**src/rtl/cave_input_pkg.sv**
```systemverilog
// Shared constants for the cabinet input path: PS/2 scan codes, joystick word layout
// and the flat key-register index map used by input_mapper.
package cave_input_pkg;

    localparam int JOY_STRIDE = 16;
    localparam int JOY_RIGHT  = 0;
    localparam int JOY_LEFT   = 1;
    localparam int JOY_DOWN   = 2;
    localparam int JOY_UP     = 3;
    localparam int JOY_BTN    = 4;
    localparam int JOY_START  = 12;
    localparam int JOY_COIN   = 13;
    localparam int JOY_PAUSE  = 14;

    // Key slots per keyboard player, ordered like the joystick low bits so they OR directly
    localparam int KEY_SLOTS   = 10;
    localparam int SLOT_RIGHT  = 0;
    localparam int SLOT_LEFT   = 1;
    localparam int SLOT_DOWN   = 2;
    localparam int SLOT_UP     = 3;
    localparam int SLOT_BTN    = 4;
    localparam int SLOT_START  = 7;
    localparam int SLOT_COIN   = 8;
    localparam int SLOT_PAUSE  = 9;
    localparam int KEY_PLAYERS = 2;
    localparam int KEY_BUTTONS = 3;
    localparam int KEY_SVC     = KEY_PLAYERS * KEY_SLOTS;
    localparam int NUM_KEYS    = KEY_SVC + 2;

    localparam logic [7:0] SC_P1_UP    = 8'h75;
    localparam logic [7:0] SC_P1_DOWN  = 8'h72;
    localparam logic [7:0] SC_P1_LEFT  = 8'h6B;
    localparam logic [7:0] SC_P1_RIGHT = 8'h74;
    localparam logic [7:0] SC_P1_BTN1  = 8'h14;
    localparam logic [7:0] SC_P1_BTN2  = 8'h11;
    localparam logic [7:0] SC_P1_BTN3  = 8'h29;
    localparam logic [7:0] SC_P1_START = 8'h16;
    localparam logic [7:0] SC_P1_COIN  = 8'h2E;
    localparam logic [7:0] SC_P1_PAUSE = 8'h4D;
    localparam logic [7:0] SC_P2_UP    = 8'h2D;
    localparam logic [7:0] SC_P2_DOWN  = 8'h2B;
    localparam logic [7:0] SC_P2_LEFT  = 8'h23;
    localparam logic [7:0] SC_P2_RIGHT = 8'h34;
    localparam logic [7:0] SC_P2_BTN1  = 8'h1C;
    localparam logic [7:0] SC_P2_BTN2  = 8'h1B;
    localparam logic [7:0] SC_P2_BTN3  = 8'h15;
    localparam logic [7:0] SC_P2_START = 8'h1E;
    localparam logic [7:0] SC_P2_COIN  = 8'h36;
    localparam logic [7:0] SC_SVC1     = 8'h46;
    localparam logic [7:0] SC_SVC2     = 8'h45;

    typedef struct packed {
        logic       hit;
        logic [4:0] idx;
    } key_hit_t;

    function automatic key_hit_t key_lookup(input logic [7:0] code);
        key_hit_t r;
        r.hit = 1'b1;
        r.idx = '0;
        case (code)
            SC_P1_RIGHT: r.idx = 5'(SLOT_RIGHT);
            SC_P1_LEFT:  r.idx = 5'(SLOT_LEFT);
            SC_P1_DOWN:  r.idx = 5'(SLOT_DOWN);
            SC_P1_UP:    r.idx = 5'(SLOT_UP);
            SC_P1_BTN1:  r.idx = 5'(SLOT_BTN);
            SC_P1_BTN2:  r.idx = 5'(SLOT_BTN + 1);
            SC_P1_BTN3:  r.idx = 5'(SLOT_BTN + 2);
            SC_P1_START: r.idx = 5'(SLOT_START);
            SC_P1_COIN:  r.idx = 5'(SLOT_COIN);
            SC_P1_PAUSE: r.idx = 5'(SLOT_PAUSE);
            SC_P2_RIGHT: r.idx = 5'(KEY_SLOTS + SLOT_RIGHT);
            SC_P2_LEFT:  r.idx = 5'(KEY_SLOTS + SLOT_LEFT);
            SC_P2_DOWN:  r.idx = 5'(KEY_SLOTS + SLOT_DOWN);
            SC_P2_UP:    r.idx = 5'(KEY_SLOTS + SLOT_UP);
            SC_P2_BTN1:  r.idx = 5'(KEY_SLOTS + SLOT_BTN);
            SC_P2_BTN2:  r.idx = 5'(KEY_SLOTS + SLOT_BTN + 1);
            SC_P2_BTN3:  r.idx = 5'(KEY_SLOTS + SLOT_BTN + 2);
            SC_P2_START: r.idx = 5'(KEY_SLOTS + SLOT_START);
            SC_P2_COIN:  r.idx = 5'(KEY_SLOTS + SLOT_COIN);
            SC_SVC1:     r.idx = 5'(KEY_SVC);
            SC_SVC2:     r.idx = 5'(KEY_SVC + 1);
            default:     r.hit = 1'b0;
        endcase
        return r;
    endfunction

endpackage

```
**src/rtl/coin_stretcher.sv**
```systemverilog
// Stretches a coin press into a fixed-length pulse; a new press while active restarts it.
module coin_stretcher #(
    parameter int COIN_CYCLES = 2048
) (
    input  logic clk_sys,
    input  logic reset_sys_n,
    input  logic coin_in,
    output logic coin_out
);

    localparam int CW = $clog2(COIN_CYCLES) + 1;

    logic [CW-1:0] cnt_q;
    logic          coin_prev_q;

    always_ff @(posedge clk_sys or negedge reset_sys_n) begin
        if (!reset_sys_n) begin
            cnt_q       <= '0;
            coin_prev_q <= 1'b0;
        end else begin
            coin_prev_q <= coin_in;
            if (coin_in && !coin_prev_q)
                cnt_q <= CW'(COIN_CYCLES);
            else if (cnt_q != '0)
                cnt_q <= cnt_q - CW'(1);
        end
    end

    assign coin_out = (cnt_q != '0);

endmodule

```
**src/rtl/input_mapper.sv**
```systemverilog
// Merges PS/2 keyboard and joystick controls per player, with coin stretching,
// shared autofire gating and level/toggle pause.
module input_mapper
    import cave_input_pkg::*;
#(
    parameter int PLAYERS      = 2,
    parameter int BUTTONS      = 3,
    parameter int COIN_CYCLES  = 2048,
    parameter int AUTOFIRE_DIV = 65536
) (
    input  logic                         clk_sys,
    input  logic                         reset_sys_n,
    input  logic [10:0]                  ps2_key,
    input  logic [PLAYERS*JOY_STRIDE-1:0] joystick,
    input  logic [PLAYERS*BUTTONS-1:0]   autofire_en,
    input  logic                         pause_mode,
    output logic [PLAYERS*4-1:0]         dir,
    output logic [PLAYERS*BUTTONS-1:0]   buttons,
    output logic [PLAYERS-1:0]           start,
    output logic [PLAYERS-1:0]           coin,
    output logic [1:0]                   service,
    output logic                         pause
);

    localparam int AW = $clog2(AUTOFIRE_DIV) + 1;

    logic                 tog_q;
    logic                 armed_q;
    logic [NUM_KEYS-1:0]  key_q;
    key_hit_t             hit;
    logic                 key_event;

    assign hit       = key_lookup(ps2_key[7:0]);
    // armed_q stays low for the first cycle after reset so the toggle bit is captured silently
    assign key_event = armed_q && (ps2_key[10] != tog_q);

    always_ff @(posedge clk_sys or negedge reset_sys_n) begin
        if (!reset_sys_n) begin
            tog_q   <= 1'b0;
            armed_q <= 1'b0;
            key_q   <= '0;
        end else begin
            tog_q   <= ps2_key[10];
            armed_q <= 1'b1;
            if (key_event && hit.hit)
                key_q[hit.idx] <= ps2_key[9];
        end
    end

    logic [PLAYERS*4-1:0]       m_dir;
    logic [PLAYERS*BUTTONS-1:0] m_btn;
    logic [PLAYERS-1:0]         m_start;
    logic [PLAYERS-1:0]         m_coin;
    logic [PLAYERS-1:0]         m_pause;

    for (genvar p = 0; p < PLAYERS; p++) begin : g_player
        logic [KEY_SLOTS-1:0] pk;
        if (p < KEY_PLAYERS) begin : g_keys
            assign pk = key_q[p*KEY_SLOTS +: KEY_SLOTS];
        end else begin : g_nokeys
            assign pk = '0;
        end

        assign m_dir[p*4 +: 4] = joystick[p*JOY_STRIDE + JOY_RIGHT +: 4] | pk[SLOT_RIGHT +: 4];
        for (genvar b = 0; b < BUTTONS; b++) begin : g_btn
            if (b < KEY_BUTTONS) begin : g_keyed
                assign m_btn[p*BUTTONS + b] = joystick[p*JOY_STRIDE + JOY_BTN + b] | pk[SLOT_BTN + b];
            end else begin : g_joy_only
                assign m_btn[p*BUTTONS + b] = joystick[p*JOY_STRIDE + JOY_BTN + b];
            end
        end
        assign m_start[p] = joystick[p*JOY_STRIDE + JOY_START] | pk[SLOT_START];
        assign m_coin[p]  = joystick[p*JOY_STRIDE + JOY_COIN]  | pk[SLOT_COIN];
        assign m_pause[p] = joystick[p*JOY_STRIDE + JOY_PAUSE] | pk[SLOT_PAUSE];

        coin_stretcher #(.COIN_CYCLES(COIN_CYCLES)) u_coin (
            .clk_sys     (clk_sys),
            .reset_sys_n (reset_sys_n),
            .coin_in     (m_coin[p]),
            .coin_out    (coin[p])
        );
    end

    logic [AW-1:0]              af_cnt_q;
    logic                       af_phase_q;
    logic                       af_phase_nx;
    logic [PLAYERS*BUTTONS-1:0] btn_prev_q;
    logic                       af_restart;
    logic                       af_wrap;

    assign af_restart  = |(m_btn & ~btn_prev_q & autofire_en);
    assign af_wrap     = (af_cnt_q == AW'(AUTOFIRE_DIV - 1));
    // Gate with the upcoming phase so a fresh press fires on its very first output cycle
    assign af_phase_nx = af_restart ? 1'b1 : (af_wrap ? ~af_phase_q : af_phase_q);

    logic pause_or;
    logic pause_prev_q;
    logic latch_q;
    logic latch_nx;

    assign pause_or = |m_pause;
    assign latch_nx = !pause_mode ? 1'b0 :
                      ((pause_or && !pause_prev_q) ? ~latch_q : latch_q);

    always_ff @(posedge clk_sys or negedge reset_sys_n) begin
        if (!reset_sys_n) begin
            af_cnt_q     <= '0;
            af_phase_q   <= 1'b1;
            btn_prev_q   <= '0;
            pause_prev_q <= 1'b0;
            latch_q      <= 1'b0;
            dir          <= '0;
            buttons      <= '0;
            start        <= '0;
            service      <= '0;
            pause        <= 1'b0;
        end else begin
            btn_prev_q   <= m_btn;
            af_phase_q   <= af_phase_nx;
            af_cnt_q     <= (af_restart || af_wrap) ? '0 : af_cnt_q + AW'(1);
            pause_prev_q <= pause_or;
            latch_q      <= latch_nx;
            dir          <= m_dir;
            buttons      <= m_btn & (~autofire_en | {(PLAYERS*BUTTONS){af_phase_nx}});
            start        <= m_start;
            service      <= key_q[KEY_SVC +: 2];
            pause        <= pause_mode ? latch_nx : pause_or;
        end
    end

    logic unused_inputs;
    assign unused_inputs = ^{ps2_key[8], joystick};

endmodule

```
**config.mk**
```make
export PLATFORM = sky130hd
export DESIGN_NAME = input_mapper
export DESIGN_NICKNAME = d
export VERILOG_FILES = /design/src/rtl/cave_input_pkg.sv /design/src/rtl/coin_stretcher.sv /design/src/rtl/input_mapper.sv
export SDC_FILE = /design/constraint.sdc
export NUM_CORES = 1
export LEC_CHECK = 0
export CORE_UTILIZATION = 45
export DETAILED_ROUTE_END_ITERATION = 8
export PLACE_DENSITY = 0.66
export SLEW_MARGIN = 20
export SYNTH_ARGS = -nofsm -noshare
export SYNTH_HDL_FRONTEND = slang
export SYNTH_HIERARCHICAL = 1
export SYNTH_SLANG_ARGS = --single-unit
```
**constraint.sdc**
```tcl
create_clock -name clk_sys -period 3.65 [get_ports clk_sys]
set_clock_uncertainty 0.2 [all_clocks]
set_input_delay 0.73 -clock clk_sys [delete_from_list [all_inputs] [get_ports clk_sys]]
set_output_delay 0.73 -clock clk_sys [all_outputs]
set_load 0.01 [all_outputs]
```
## Yosys cells after proc, flatten, opt, wreduce, memory -nomap -nowiden

Index checks and enable logic that the tools add are counted.

| storage, ports and cells | value |
|---|---|
| bits in latches | 0 |
| memories | 0 |
| bits in registers | 95 |
| input port bits | 52 |
| bits in read-only memories | 0 |
| output and inout bits | 21 |
| logic and storage cells | 99 |
| RAM bits | 0 |

| cells by class | value |
|---|---|
| div/mod/pow operators | 0 |
| eq/ne operators | 23 |
| shifts and indexed selects | 0 |
| bitwise logic cells | 22 |
| reductions and logical operators | 17 |
| $mul | 0 |
| add/sub/neg operators | 3 |
| order comparisons | 2 |
| multiplexer cells | 15 |

Operator list:

| cell | count |
|---|---|
| 5-bit case mux with 20 select lines | 1 |
| 8-bit by 5-bit == test with 1-bit output, second input constant | 7 |
| 8-bit by 6-bit == test with 1-bit output, second input constant | 7 |
| 8-bit by 7-bit == test with 1-bit output, second input constant | 7 |
| 12-bit two-way mux | 4 |
| 12-bit nonzero test | 2 |
| 12-bit by 1-bit subtractor with 12-bit output, second input constant | 2 |
| 22-bit bitwise mux | 1 |
| 21-bit OR reduction | 1 |
| 6-bit AND | 3 |
| 17-bit by 1-bit adder with 17-bit output, second input constant | 1 |
| 17-bit by 16-bit == test with 1-bit output, second input constant | 1 |
| 17-bit two-way mux | 1 |
| 6-bit inverter | 2 |
| 1-bit bitwise OR | 12 |
| 4-bit bitwise OR | 2 |
| 1-bit two-way mux | 7 |
| 1-bit logical AND | 6 |
| 5-bit by 6-bit < comparator with 1-bit output, second input constant | 1 |
| 6-bit bitwise OR | 1 |
| 6-bit OR reduction | 1 |
| 1-bit demux with 5-bit select | 1 |
| 5-bit by 1-bit >= comparator with 1-bit output, second input constant | 1 |
| 2-bit nonzero test | 2 |
| other kinds (5) | 8 |

## Longest topological paths before layout

Gate-level depths: netlist of the first run.

| logic depth | value |
|---|---|
| depth after elaboration | 7 |
| depth in mapped cells | 9 |
| mapped depth without buffers | 8 |

## Modules after synthesis

The synthesis of the first run kept the hierarchy.

Modules (own cells, without submodules):

| module | sequential area each (µm²) | times used | cells each | area an instance (µm²) |
|---|---|---|---|---|
| input_mapper | 1727.9 | 1 | 320 | 3487.1 |
| coin_stretcher | 325.3 | 2 | 74 | 723.2 |

## Least setup slack after synthesis of the first run

Ideal clock, no wire load.

| path | value |
|---|---|
| kind | input -> register |
| start point | in ps2_key[6] |
| end point | reg key_q[13] |
| slack | 0.792 ns |
| data required time | 3.322 ns |
| library setup time | 0.128 ns |
| arrival time | 2.530 ns |
| stages on the path | 8 |
| path buffers | 2 |
| path through | buf_2 -> nand2b_1 -> or4_1 -> and3_4 -> and3_1 -> buf_6 -> nor4_2 -> mux2_1 |

| on the way | value |
|---|---|
| word-level cells in the longest chain between the ends | 7 |
| elaborated cells on any way between the ends | 31 |
| those cells by class | 2 x order compare; 21 x eq/ne; 5 x mux; 3 x reduce/logical |

RTL lines:

| item | RTL line | text |
|---|---|---|
| from (decl) | input_mapper.sv:13 | `input logic [10:0] ps2_key,` |
| 8-bit by 7-bit == test with 1-bit output (tied with other cells) | cave_input_pkg.sv:61 | `case (code)` |
| 5-bit case mux with 20 select lines | cave_input_pkg.sv:61 |  |
| 5-bit by 6-bit < comparator with 1-bit output (implied by the code) / 5-bit by 1-bit >= comparator with 1-bit output (equally long branches) | input_mapper.sv:46 | `key_q[hit.idx] <= ps2_key[9];` |
| 1-bit logical AND (implied by the code) | input_mapper.sv:46 |  |
| 1-bit two-way mux (implied by the code) | input_mapper.sv:46 |  |
| 1-bit demux with 5-bit select | input_mapper.sv:46 |  |
| 22-bit bitwise mux | input_mapper.sv:46 |  |
| to (signal, indexed assignment) | input_mapper.sv:46 |  |
| to (decl) | input_mapper.sv:29 | `logic [NUM_KEYS-1:0] key_q;` |

Parallel ways exist; a longest one is shown, timed or not.
A chain may end at the register's enable or synchronous reset.

## Final worst setup path of the first run

| path | value |
|---|---|
| start point | reg g_player[1].u_coin.cnt_q[0] |
| end point | out coin[1] |

| on the way | value |
|---|---|
| word-level cells in the longest chain between the ends | 1 |

RTL lines:

| item | RTL line | text |
|---|---|---|
| from (decl) | coin_stretcher.sv:13 | `logic [CW-1:0] cnt_q;` |
| from (signal assigned) | coin_stretcher.sv:23 | `cnt_q <= CW'(COIN_CYCLES);` |
| from (signal assigned) | coin_stretcher.sv:25 | `cnt_q <= cnt_q - CW'(1);` |
| 12-bit nonzero test | coin_stretcher.sv:29 | `assign coin_out = (cnt_q != '0);` |
| to (decl) | input_mapper.sv:20 | `output logic [PLAYERS-1:0] coin,` |

Every way passes these cells.

==> results of run 1 <==
## cells in the final DEF (no fill, tap or decap), types with 3 or more instances in the layout
master and n:
nor4_1 9, clkdlybuf4s50_1 58, a21oi_1 17, buf_4 20
nor2_1 51, nand2_1 25, o211ai_1 3, o31ai_1 3
nand2b_1 10, xnor2_1 7, and2_1 4, ha_1 6
mux2i_1 3, and3_1 4, o21ai_0 5, inv_1 19
or2_2 14, dfrtp_1 94, nand3b_1 5, nor3b_1 11
mux2_1 17, a31o_2 3, nand3_1 23, o21a_1 4
clkbuf_8 10, nand4_1 4, nor2b_1 9, or4_1 7
nor4b_2 3, o31a_1 3, xor2_1 15, nor3_1 8
## per-stage QoR
step	setup WS, ps	instances	hold slack (ps)
after CTS	209	678	154
after detailed placement	145	663	170
after global placement	160	663	155
final	240	678	137
after floorplan	792	468	147
after global routing	76.9	678	166
## cell usage after synthesis (10+ instances only)
cell,number,share of area [%]
a21oi_1,17,1.7
clkbuf_1,12,0.91
nand2b_1,10,1.3
dfrtp_1,94,48
mux2_1,17,3.9
nand2_1,25,1.9
nand3_1,23,2.3
inv_1,19,1.4
nor2_1,51,3.9
xor2_1,15,2.7
or2_2,14,1.8
nor3b_1,11,1.7
## cell type report
class | count | area [um^2]
flip-flops and latches | 95 | 2380
clock buffers | 12 | 145
well taps | 136 | 170
fillers | 965 | 4510
repair buffers | 79 | 751
multi-input cells | 332 | 2360
inverters | 21 | 83.8
clock inverters | 3 | 67.6
## logic make-up after synthesis
kind of cell	count (synthesis)	share of synthesized area, %
multiplexers	24	5.55
AND/OR/NAND/NOR	216	26.9
adder cells (fa/ha/maj)	6	1.52
buffers and inverters	41	3.93
flip-flops	95	48.2
XOR/XNOR	22	3.91
AO/OA/AOI/OAI	63	9.87
other	1	0.0760
## power by group
group	switching, uW	internal, uW	total (uW)
clock	351	402	753
combinational	357	330	687
sequential	143	1190	1340
total	850	1930	2780
## layer usage
metal,vias to the layer above,part of all wire [%],global-route usage (%)
li1,1805,-,-
met1,1805,45,24.9
met2,66,48,31.0
met3,16,4.5,6.08
met4,0,1.7,5.87
met5,-,0,0
## critical path, stage by stage (launching register included)
cell and delay [ps]:
dfrtp_1 410, inv_1 120, ha_1 140, or4b_4 500, nor4_4 360, inv_4 100, clkdlybuf4s50_1 490
## how the worst min path moves through the flow
stage / from / to / cells past startpoint
after CTS: reset_sys_n / af_cnt_q[13]$_DFF_PN0_ / 1
after global placement: key_q[21]$_DFFE_PN0P_ / service[1]$_DFF_PN0_ / 0
after floorplan: key_q[20]$_DFFE_PN0P_ / service[0]$_DFF_PN0_ / 0
after global routing: reset_sys_n / af_cnt_q[14]$_DFF_PN0_ / 1
final: reset_sys_n / af_cnt_q[13]$_DFF_PN0_ / 1
after detailed placement: key_q[19]$_DFFE_PN0P_ / key_q[19]$_DFFE_PN0P_ / 0
## state kept, by name (all words and copies together), names as in the netlist
| signal | cells |
|---|---|
| start | 2 |
| pause | 1 |
| af_phase_q | 1 |
| dir | 8 |
| buttons | 6 |
| g_player.u_coin/coin_prev_q | 2 |
| armed_q | 1 |
| key_q | 22 |
| btn_prev_q | 6 |
| pause_prev_q | 1 |
| af_cnt_q | 17 |
| latch_q | 1 |
| service | 2 |
| tog_q | 1 |
| g_player.u_coin/cnt_q | 24 |
==> flow_metrics.tcl, run 1 <==
set metrics [dict create \
    clock.fmax_mhz 293 \
    stdcell_area_um2 5960 \
    finish.utilization_pct 56.9 \
    grt_use_total_pct 19.3 \
    first_global_vias 3605 \
    port_buffers 59 \
    crit_required_ps 2720 \
    clk_latency_ps 360 \
    synthArstFlopShare_pct 100 \
    reg2reg_setup_slack_ps 980 \
    p_per_area_nw_per_um2 466 \
    finalWeightedCongestion 0.841 \
    area_growth_syn_to_layout_pct 20.7 \
    synth_nets 526 \
    cts_made_buffers 9 \
    min_period_ps 3410 \
    leakagePower_uw 0.00258 \
    crit_arrival_ps 2480 \
    avgRoutedWirePerCell_um 14.9 \
    die-height_um 107 \
    root_buffer "clkbuf_8" \
    dpl_cell_area_um2 5740 \
    worstSetupStartpoint "g_player[1].u_coin/cnt_q[0]$_DFFE_PN0P_" \
    grt_pass1_wl_um 17300 \
    r2r-end "af_cnt_q[6]$_DFF_PN0_" \
    vdd_drop_max_uv 270 \
    drcViolationCount 0 \
    critPathCapture "coin[1]" \
    start_util_pct 47.2 \
    fin_tns_setup_ps 0 \
    path_clk_slew_ps 90 \
    cts_max_path_buffers 2 \
    grt_overflow 0 \
    final_nets 596 \
    place_hpwl_um 7300 \
    io-pin-count 73 \
    status "complete, no violations" \
    ctsHoldBuffers 0 \
    max-cap-violations 0 \
    critical_path_class "flop to output pin" \
    core-area_um2 10500 \
    synth_cells 468 \
    rr_startpoint "af_cnt_q[0]$_DFF_PN0_" \
    die_x_um 107 \
    ant_nets 0 \
    maxSlewHeadroom_pct 51.1 \
    drt-total-wl_um 10100 \
    ys_seq_area_share_pct 48.2 \
    maxSlewViolCount 0 \
    dieArea_um2 11400 \
    ys_seq_elements 95 \
    p_total_uw 2780 \
    cp_max_fo 8 \
    vias 3692 \
    tightestPinTransition_ps 732 \
    rsz0062_at_grt "no" \
    cts_tree "built" \
    cts.sinks 95 \
    viasPerCell 5.45 \
    reg2regPathDepth 7 \
    dr.first_iter.drc_count 142 \
    ys.flop_type "dfrtp_1" \
    syn_area_um2 4930 \
    dr.pass1.iters 4 \
    post_cts_buffers 0 \
    drive_gt1_share_pct 14.6 \
    cts_resized 0 \
    hp-class "input pin to async pin" \
    rows 37 \
    worst_setup_path_end_kind "output pin" \
    yosysUniqueCellTypes 73 \
    synth_edf_count 0 \
    antenna_found_initial 0 \
    antenna_cells 0 \
    h-tree-depth 3 \
    finalSetupViolCount 0 \
    grt_start_max_net_pins 55 \
    finalHoldViolCount 0 \
    period_share_pct 93.4 \
    avgSynthCellArea_um2 10.5 \
    synth-warning-count 6 \
    start_kind "flop" \
]
No activity file was read; power rests on OpenSTA's default activity.
==> run 2: changes to the inputs <==
--- a/config.mk
+++ b/config.mk
@@ -6,6 +6,7 @@
 export NUM_CORES = 1
 export LEC_CHECK = 0
 export CORE_UTILIZATION = 45
+export CTS_CLUSTER_SIZE = 20
 export DETAILED_ROUTE_END_ITERATION = 8
 export PLACE_DENSITY = 0.66
 export SLEW_MARGIN = 20
==> results of run 2 <==
Final layout, timing and power as in run 1 (identical DEF).
